<file path="src/rtl/mem_ram_arbiter.sv">
// Round-robin arbiter sharing one single-port RAM between requesters A and B, with zero-fill after reset.
// Latency: grant one edge after REQ is sampled in IDLE; write lands one edge later; read data two edges after grant.
// Backpressure: REQ is held until GNT; REQs are not sampled during CLEAR, ACCESS or RDCAP and wait without loss.
//
// Ports:
//   clk_i, rst_i                 clock, synchronous active-high reset
//   a_req_i/a_we_i/a_addr_i/a_d_i  requester A command (held stable until a_gnt_o)
//   a_gnt_o, a_valid_o           A command accepted / rdata_o holds A read result (1-cycle pulses)
//   b_*                          identical set for requester B
//   rdata_o                      last read result, held until the next read completes
//   busy_o                       high while the post-reset zero-fill runs
//   ram_d_o/ram_addr_o/ram_we_o  RAM pins; ram_q_i is RAM read data, valid the cycle after the address
module mem_ram_arbiter #(
    parameter int DATA_W   = 8,
    parameter int ADDR_W   = 5,
    parameter int DEPTH    = 32,
    parameter int CLEAR_EN = 1
) (
    input  logic              clk_i,
    input  logic              rst_i,
    input  logic              a_req_i,
    input  logic              a_we_i,
    input  logic [ADDR_W-1:0] a_addr_i,
    input  logic [DATA_W-1:0] a_d_i,
    output logic              a_gnt_o,
    output logic              a_valid_o,
    input  logic              b_req_i,
    input  logic              b_we_i,
    input  logic [ADDR_W-1:0] b_addr_i,
    input  logic [DATA_W-1:0] b_d_i,
    output logic              b_gnt_o,
    output logic              b_valid_o,
    output logic [DATA_W-1:0] rdata_o,
    output logic              busy_o,
    output logic [DATA_W-1:0] ram_d_o,
    output logic [ADDR_W-1:0] ram_addr_o,
    output logic              ram_we_o,
    input  logic [DATA_W-1:0] ram_q_i
);

    typedef enum logic [1:0] {ST_CLEAR, ST_IDLE, ST_ACCESS, ST_RDCAP} state_t;

    localparam state_t      RST_STATE = (CLEAR_EN != 0) ? ST_CLEAR : ST_IDLE;
    localparam logic        RST_BUSY  = (CLEAR_EN != 0);
    localparam logic [ADDR_W-1:0] LAST_ADDR = ADDR_W'(DEPTH - 1);

    state_t              state_q, state_d;
    logic [ADDR_W-1:0]   cnt_q, cnt_d;
    logic                owner_b_q, owner_b_d;   // requester currently in service
    logic                prio_b_q, prio_b_d;     // B wins the next tie
    logic                ram_we_q, ram_we_d;
    logic [ADDR_W-1:0]   ram_addr_q, ram_addr_d;
    logic [DATA_W-1:0]   ram_d_q, ram_d_d;
    logic [DATA_W-1:0]   rdata_q, rdata_d;
    logic                a_gnt_q, a_gnt_d, b_gnt_q, b_gnt_d;
    logic                a_valid_q, a_valid_d, b_valid_q, b_valid_d;
    logic                busy_q, busy_d;
    logic                pick_b;

    always_ff @(posedge clk_i) begin
        if (rst_i) begin
            state_q    <= RST_STATE;
            cnt_q      <= '0;
            owner_b_q  <= 1'b0;
            prio_b_q   <= 1'b0;
            ram_we_q   <= 1'b0;
            ram_addr_q <= '0;
            ram_d_q    <= '0;
            rdata_q    <= '0;
            a_gnt_q    <= 1'b0;
            b_gnt_q    <= 1'b0;
            a_valid_q  <= 1'b0;
            b_valid_q  <= 1'b0;
            busy_q     <= RST_BUSY;
        end else begin
            state_q    <= state_d;
            cnt_q      <= cnt_d;
            owner_b_q  <= owner_b_d;
            prio_b_q   <= prio_b_d;
            ram_we_q   <= ram_we_d;
            ram_addr_q <= ram_addr_d;
            ram_d_q    <= ram_d_d;
            rdata_q    <= rdata_d;
            a_gnt_q    <= a_gnt_d;
            b_gnt_q    <= b_gnt_d;
            a_valid_q  <= a_valid_d;
            b_valid_q  <= b_valid_d;
            busy_q     <= busy_d;
        end
    end

    always_comb begin
        state_d    = state_q;
        cnt_d      = cnt_q;
        owner_b_d  = owner_b_q;
        prio_b_d   = prio_b_q;
        ram_we_d   = ram_we_q;
        ram_addr_d = ram_addr_q;
        ram_d_d    = ram_d_q;
        rdata_d    = rdata_q;
        a_gnt_d    = 1'b0;
        b_gnt_d    = 1'b0;
        a_valid_d  = 1'b0;
        b_valid_d  = 1'b0;
        busy_d     = busy_q;
        pick_b     = 1'b0;

        case (state_q)
            ST_CLEAR: begin
                ram_we_d   = 1'b1;
                ram_d_d    = '0;
                ram_addr_d = cnt_q;
                cnt_d      = cnt_q + 1'b1;
                if (cnt_q == LAST_ADDR) begin
                    state_d = ST_IDLE;
                    busy_d  = 1'b0;
                end
            end
            ST_IDLE: begin
                ram_we_d = 1'b0;
                if (a_req_i || b_req_i) begin
                    // A lone requester always wins; on a tie the pointer decides.
                    pick_b     = b_req_i && (!a_req_i || prio_b_q);
                    owner_b_d  = pick_b;
                    ram_we_d   = pick_b ? b_we_i   : a_we_i;
                    ram_addr_d = pick_b ? b_addr_i : a_addr_i;
                    ram_d_d    = pick_b ? b_d_i    : a_d_i;
                    a_gnt_d    = !pick_b;
                    b_gnt_d    = pick_b;
                    state_d    = ST_ACCESS;
                end
            end
            ST_ACCESS: begin
                // ram_we_q still carries the command type of the access in flight.
                ram_we_d = 1'b0;
                prio_b_d = !owner_b_q;
                state_d  = ram_we_q ? ST_IDLE : ST_RDCAP;
            end
            ST_RDCAP: begin
                rdata_d   = ram_q_i;
                a_valid_d = !owner_b_q;
                b_valid_d = owner_b_q;
                state_d   = ST_IDLE;
            end
            default: state_d = RST_STATE;
        endcase
    end

    assign a_gnt_o    = a_gnt_q;
    assign b_gnt_o    = b_gnt_q;
    assign a_valid_o  = a_valid_q;
    assign b_valid_o  = b_valid_q;
    assign rdata_o    = rdata_q;
    assign busy_o     = busy_q;
    assign ram_d_o    = ram_d_q;
    assign ram_addr_o = ram_addr_q;
    assign ram_we_o   = ram_we_q;

endmodule

</file>
<file path="config.mk">
export PLATFORM = sky130hd
export DESIGN_NAME = mem_ram_arbiter
export DESIGN_NICKNAME = d
export VERILOG_FILES = /design/src/rtl/mem_ram_arbiter.sv
export SDC_FILE = /design/constraint.sdc
export NUM_CORES = 1
export LEC_CHECK = 0
export ABC_AREA = 0
export CAP_MARGIN = 20
export CORE_UTILIZATION = 46
export DETAILED_ROUTE_END_ITERATION = 12
export GPL_ROUTABILITY_DRIVEN = 0
export PLACE_DENSITY = 0.95
export SLEW_MARGIN = 20
export SYNTH_ARGS = -nofsm -noshare
export SYNTH_HDL_FRONTEND = slang
export SYNTH_SLANG_ARGS = --single-unit
</file>
<file path="constraint.sdc">
create_clock -name clk_i -period 4.05 [get_ports clk_i]
set_input_delay 0.6075 -clock clk_i [delete_from_list [all_inputs] [get_ports clk_i]]
set_output_delay 0.6075 -clock clk_i [all_outputs]
set_load 0.02 [all_outputs]
</file>
Word level (Yosys, flattened, before mapping)
Cells that the tools add are included.
{"block": "classes", "reduce_logical": 15, "addsub": 1, "n_eq_ne": 6, "bitwise_logic": 3, "muxes": 13}
{"operator": "two-way mux 8 bit", "n": 2}
{"operator": "one-hot mux 8 bit (2 select lines)", "n": 1}
{"operator": "two-way mux 5 bit", "n": 2}
{"operator": "one-hot mux 5 bit (2 select lines)", "n": 1}
{"operator": "one-hot mux 2 bit (4 select lines)", "n": 1}
{"operator": "AND reduction 2 bit", "n": 4}
{"operator": "two-way mux 2 bit", "n": 3}
{"operator": "adder 5 x 1 -> 5 bit, second input constant", "n": 1}
{"operator": "equality test 5 bit, second input constant", "n": 1}
{"operator": "equality test 2 bit, second input constant", "n": 2}
{"operator": "!= test 2 bit, second input constant", "n": 2}
{"operator": "zero test 1 bit", "n": 3}
{"operator": "inverter 1 bit", "n": 3}
{"operator": "one-hot mux 1 bit (3 select lines)", "n": 1}
{"operator": "nonzero test 3 bit", "n": 1}
{"operator": "OR reduction 3 bit", "n": 1}
{"operator": "equality test 2 x 1 -> 1 bit, second input constant", "n": 1}
{"operator": "zero test 2 bit", "n": 1}
{"operator": "logical OR 1 bit", "n": 2}
{"operator": "two-way mux 1 bit", "n": 2}
{"operator": "nonzero test 2 bit", "n": 1}
{"operator": "OR reduction 2 bit", "n": 1}
{"operator": "logical AND 1 bit", "n": 1}
{"block": "word_totals", "word_cells": 51, "register_bits": 36}

Depth between registers and ports, before layout
{"block": "logic_depth", "word_depth": 6, "mapped_depth": 7, "mapped_depth_nobuf": 6}

Worst setup path after synthesis
Ideal clock, no wire load.
{"block": "synth_path", "kind": "reg-to-reg", "startpoint": "register state_q[0]", "endpoint": "register ram_d_q[0] (netlist: ram_d_o[0])", "path_buffers": 2, "slack_ps": 2418, "t_required_ps": 3979, "path_stages_with_launch": 8, "setup_time_ps": 71, "t_arrival_ps": 1560, "period_less_slack_ps": 1632, "cell_sequence": "dfxtp_1 inv_1 ha_1 buf_2 or2_2 buf_2 a21oi_4 o2bb2ai_1"}
{"block": "synth_between", "elab_chain_cells": 3}
{"element": "start: declaration", "line": "47", "source": "state_t state_q, state_d;"}
{"element": "start signal: assignment", "line": "76", "source": "state_q <= state_d;"}
{"element": "equality test 2 x 1 -> 1 bit / zero test 2 bit (equally long branches)", "line": "108", "source": "case (state_q)"}
{"element": "!= test 2 bit (no line) / nonzero test 2 bit (equally long branches)"}
{"element": "AND reduction 2 bit (no line)"}
{"element": "end signal: assignment", "line": "82", "source": "ram_d_q <= ram_d_d;"}
{"element": "end: declaration", "line": "53", "source": "logic [DATA_W-1:0] ram_d_q, ram_d_d;"}
Parallel ways exist; a longest one is shown, timed or not.
A chain may end at the register's enable or synchronous reset.

Worst setup path after layout
{"block": "layout_path", "startpoint": "input port b_req_i", "endpoint": "register ram_d_q[4] (netlist: ram_d_o[4])"}
{"block": "layout_between", "elab_chain_cells": 4}
{"element": "start: declaration", "line": "27", "source": "input logic b_req_i,"}
{"element": "logical AND 1 bit", "line": "123", "source": "pick_b = b_req_i && (!a_req_i || prio_b_q);"}
{"element": "two-way mux 8 bit", "line": "127", "source": "ram_d_d = pick_b ? b_d_i : a_d_i;"}
{"element": "two-way mux 8 bit", "line": "121", "source": "if (a_req_i || b_req_i) begin"}
{"element": "one-hot mux 8 bit (2 select lines)", "line": "108"}
Parallel ways exist; a longest one is shown, timed or not. The select of a mux whose other input is x is not followed.

==> results_dict.tcl <==
set metrics [dict create \
    cts.path.max_buffers 2 \
    cts_root_buffer "clkbuf_4" \
    antenna_cells 0 \
    synth_top_area_share_pct 44.4 \
    finish.utilization_pct 69.9 \
    p_int_mw 0.603 \
    synth_edf_count 0 \
    placed_cells 268 \
    whs_path_depth 2 \
    layoutNonFillerInstCount 276 \
    net-switching-power_mw 0.223 \
    syn_area_sq_um 1620 \
    vdd.ir_drop.worst_v 0.000212 \
    p_comb_share_pct 22.9 \
    synth_cells 169 \
    critPathKind "input pin to register" \
    worst_pin_slew_ps 804 \
    cp_max_fo 24 \
    yosysWarnings 0 \
    synth.area.top_cells "dfxtp_1 (44%), mux2i_1 (6.8%), a32oi_1 (5.4%)" \
    dp_slack_ps 1350 \
    area_growth_syn_to_layout_pct 44.8 \
    leakagePower_nw 0.855 \
    grt_max_degree 27 \
    clkPwrFrac_pct 29.2 \
    synth.lib_cells_used.distinct 30 \
    dp_hpwl_microns 2830 \
    clk_pin_slew_ps 100 \
    min_period_ps 2350 \
    die_h_microns 61.4 \
    seqPwrFrac_pct 47.9 \
    arrival_ps 2620 \
    syn_area_per_cell_sq_um 9.61 \
    ys.flop_type "dfxtp_1" \
    num_rows 21 \
    numPortBuffers 66 \
    antenna_found_initial 0 \
    ant_nets 0 \
    final_layout_size_suffix_gt1_share_pct 4.78 \
    slew_headroom_pct 46.2 \
    status "completed" \
    cts_resized 0 \
    critPathRequiredTime_ps 4320 \
    grt_first_pass_wirelength_microns 5630 \
    wl_per_cell_microns 13.9 \
    insertion_delay_ps 340 \
    cts_setup_buffers 0 \
    ios 67 \
    min_path_type "register to register" \
    start_util_pct 48.3 \
    vias 1477 \
    drc 0 \
    fp.coreArea_sq_um 3360 \
    rsz0062_at_grt "no" \
    worstSetupStartpointType "input pin" \
    ys_ff_latch 36 \
    post-route-period-util_pct 58.1 \
    cts_tree "built" \
    setup.worst_path.end_class "register" \
    max_freq_mhz 425 \
    fp.dieW_microns 61.4 \
    final.setup.tns_ps 0 \
    drv_slew 0 \
    yosysMostFrequentCell "dfxtp_1" \
    grt_usage_pct 21.4 \
    cts_buffers 5 \
    fin_nets 276 \
    dr.pass1.iters 4 \
    wl_microns 3840 \
    worst_slack_ps 1700 \
    ys_async_sr_fraction_pct 0 \
    synth_seq_area_share_pct 44.4 \
    grt_pass1_vias 1260 \
    reg2reg_depth 5 \
    die-area_sq_um 3770 \
    setup_violations 0 \
    clkSinkCount 36 \
    cts-hold-fix-buffers 0 \
    p_total_mw 0.825 \
    synth_largest_area_cell "dfxtp_1" \
    via_per_inst 5.35 \
    skew_ps 2.80 \
    final_area_sq_um 2350 \
    whs_ps 461 \
    hold_viol_final 0 \
    swShare_pct 27.0 \
    drv_cap 0 \
    drt_iter0_drc 61 \
    synth_common_cells "dfxtp_1 (36), nor2_1 (16), nand2_1 (12), mux2i_1 (11), a32oi_1 (10)" \
    grt-ovfl-total 0 \
    placed_area_sq_um 2270 \
    cellPowerDensity_nw_per_um2 351 \
    synth_nets 216 \
    h-tree-depth 2 \
]
-- layout by cell type, fill, tap and decap left out, types with 4 or more instances in the layout --
master,count
o21ai_0,6
nor2_1,16
clkbuf_4,5
a21o_1,6
nand4_1,6
mux2i_1,11
a32oi_1,10
ha_1,7
clkdlybuf4s50_1,66
o2bb2ai_1,8
inv_1,5
nand2_1,12
and3_1,4
a21oi_1,7
a311oi_1,6
dfxtp_1,36
-- power groups by stage --
stage               logic [mW]  clock network [mW]  registers [mW]
finish                   0.189               0.241           0.395
floorplan               0.0891                   0           0.418
global route             0.208               0.266           0.398
global placement         0.184                   0           0.402
detailed placement       0.189                   0           0.402
CTS                      0.190               0.250           0.395
-- final timing paths --
kind / from / to / slack [ps]
max: b_req_i / ram_d_o[4] / 1700
min: busy_o / busy_o / 460
max reg2reg: state_q[1] / ram_d_o[4] / 1900
min reg2reg: busy_o / busy_o / 460
-- state kept, by name, indices dropped and copies added, names as in the netlist, 2 cells and up --
| register | count |
|---|---|
| ram_addr_o | 5 |
| cnt_q | 5 |
| rdata_o | 8 |
| state_q | 2 |
| ram_d_o | 8 |
-- kinds of logic (layout without fill, tap and decap cells) --
family	count (synthesis)	count (layout)	share of synthesized area (%)
AO/OA/AOI/OAI	48	48	22.9
AND/OR/NAND/NOR	45	45	13.2
flip-flops	36	36	44.4
buffers and inverters	19	80	5.78
multiplexers	11	11	6.78
adder cells (fa/ha/maj)	7	7	5.39
XOR/XNOR	3	3	1.62
-- critical path: stages --
cell	delay [ps]
clkdlybuf4s50_1	830
or3b_1	730
a21oi_4	300
o2bb2ai_1	150
-- routing by layer --
layer	track usage [%]	vias to the layer above	routed length (microns)
li1	-	743	-
met1	24.4	674	1620
met2	34.6	56	1790
met3	8.61	4	361
met4	10.8	0	62
met5	0	-	0
-- cell type report --
class | count | area, sq um
flip-flops and latches | 36 | 721
repair buffers | 67 | 668
fillers | 257 | 1010
well taps | 46 | 57.6
clock inverters | 2 | 35.0
inverters | 5 | 18.8
clock buffers | 6 | 41.3
multi-input cells | 114 | 810
Note: power is estimated with default switching activity, not from simulation.
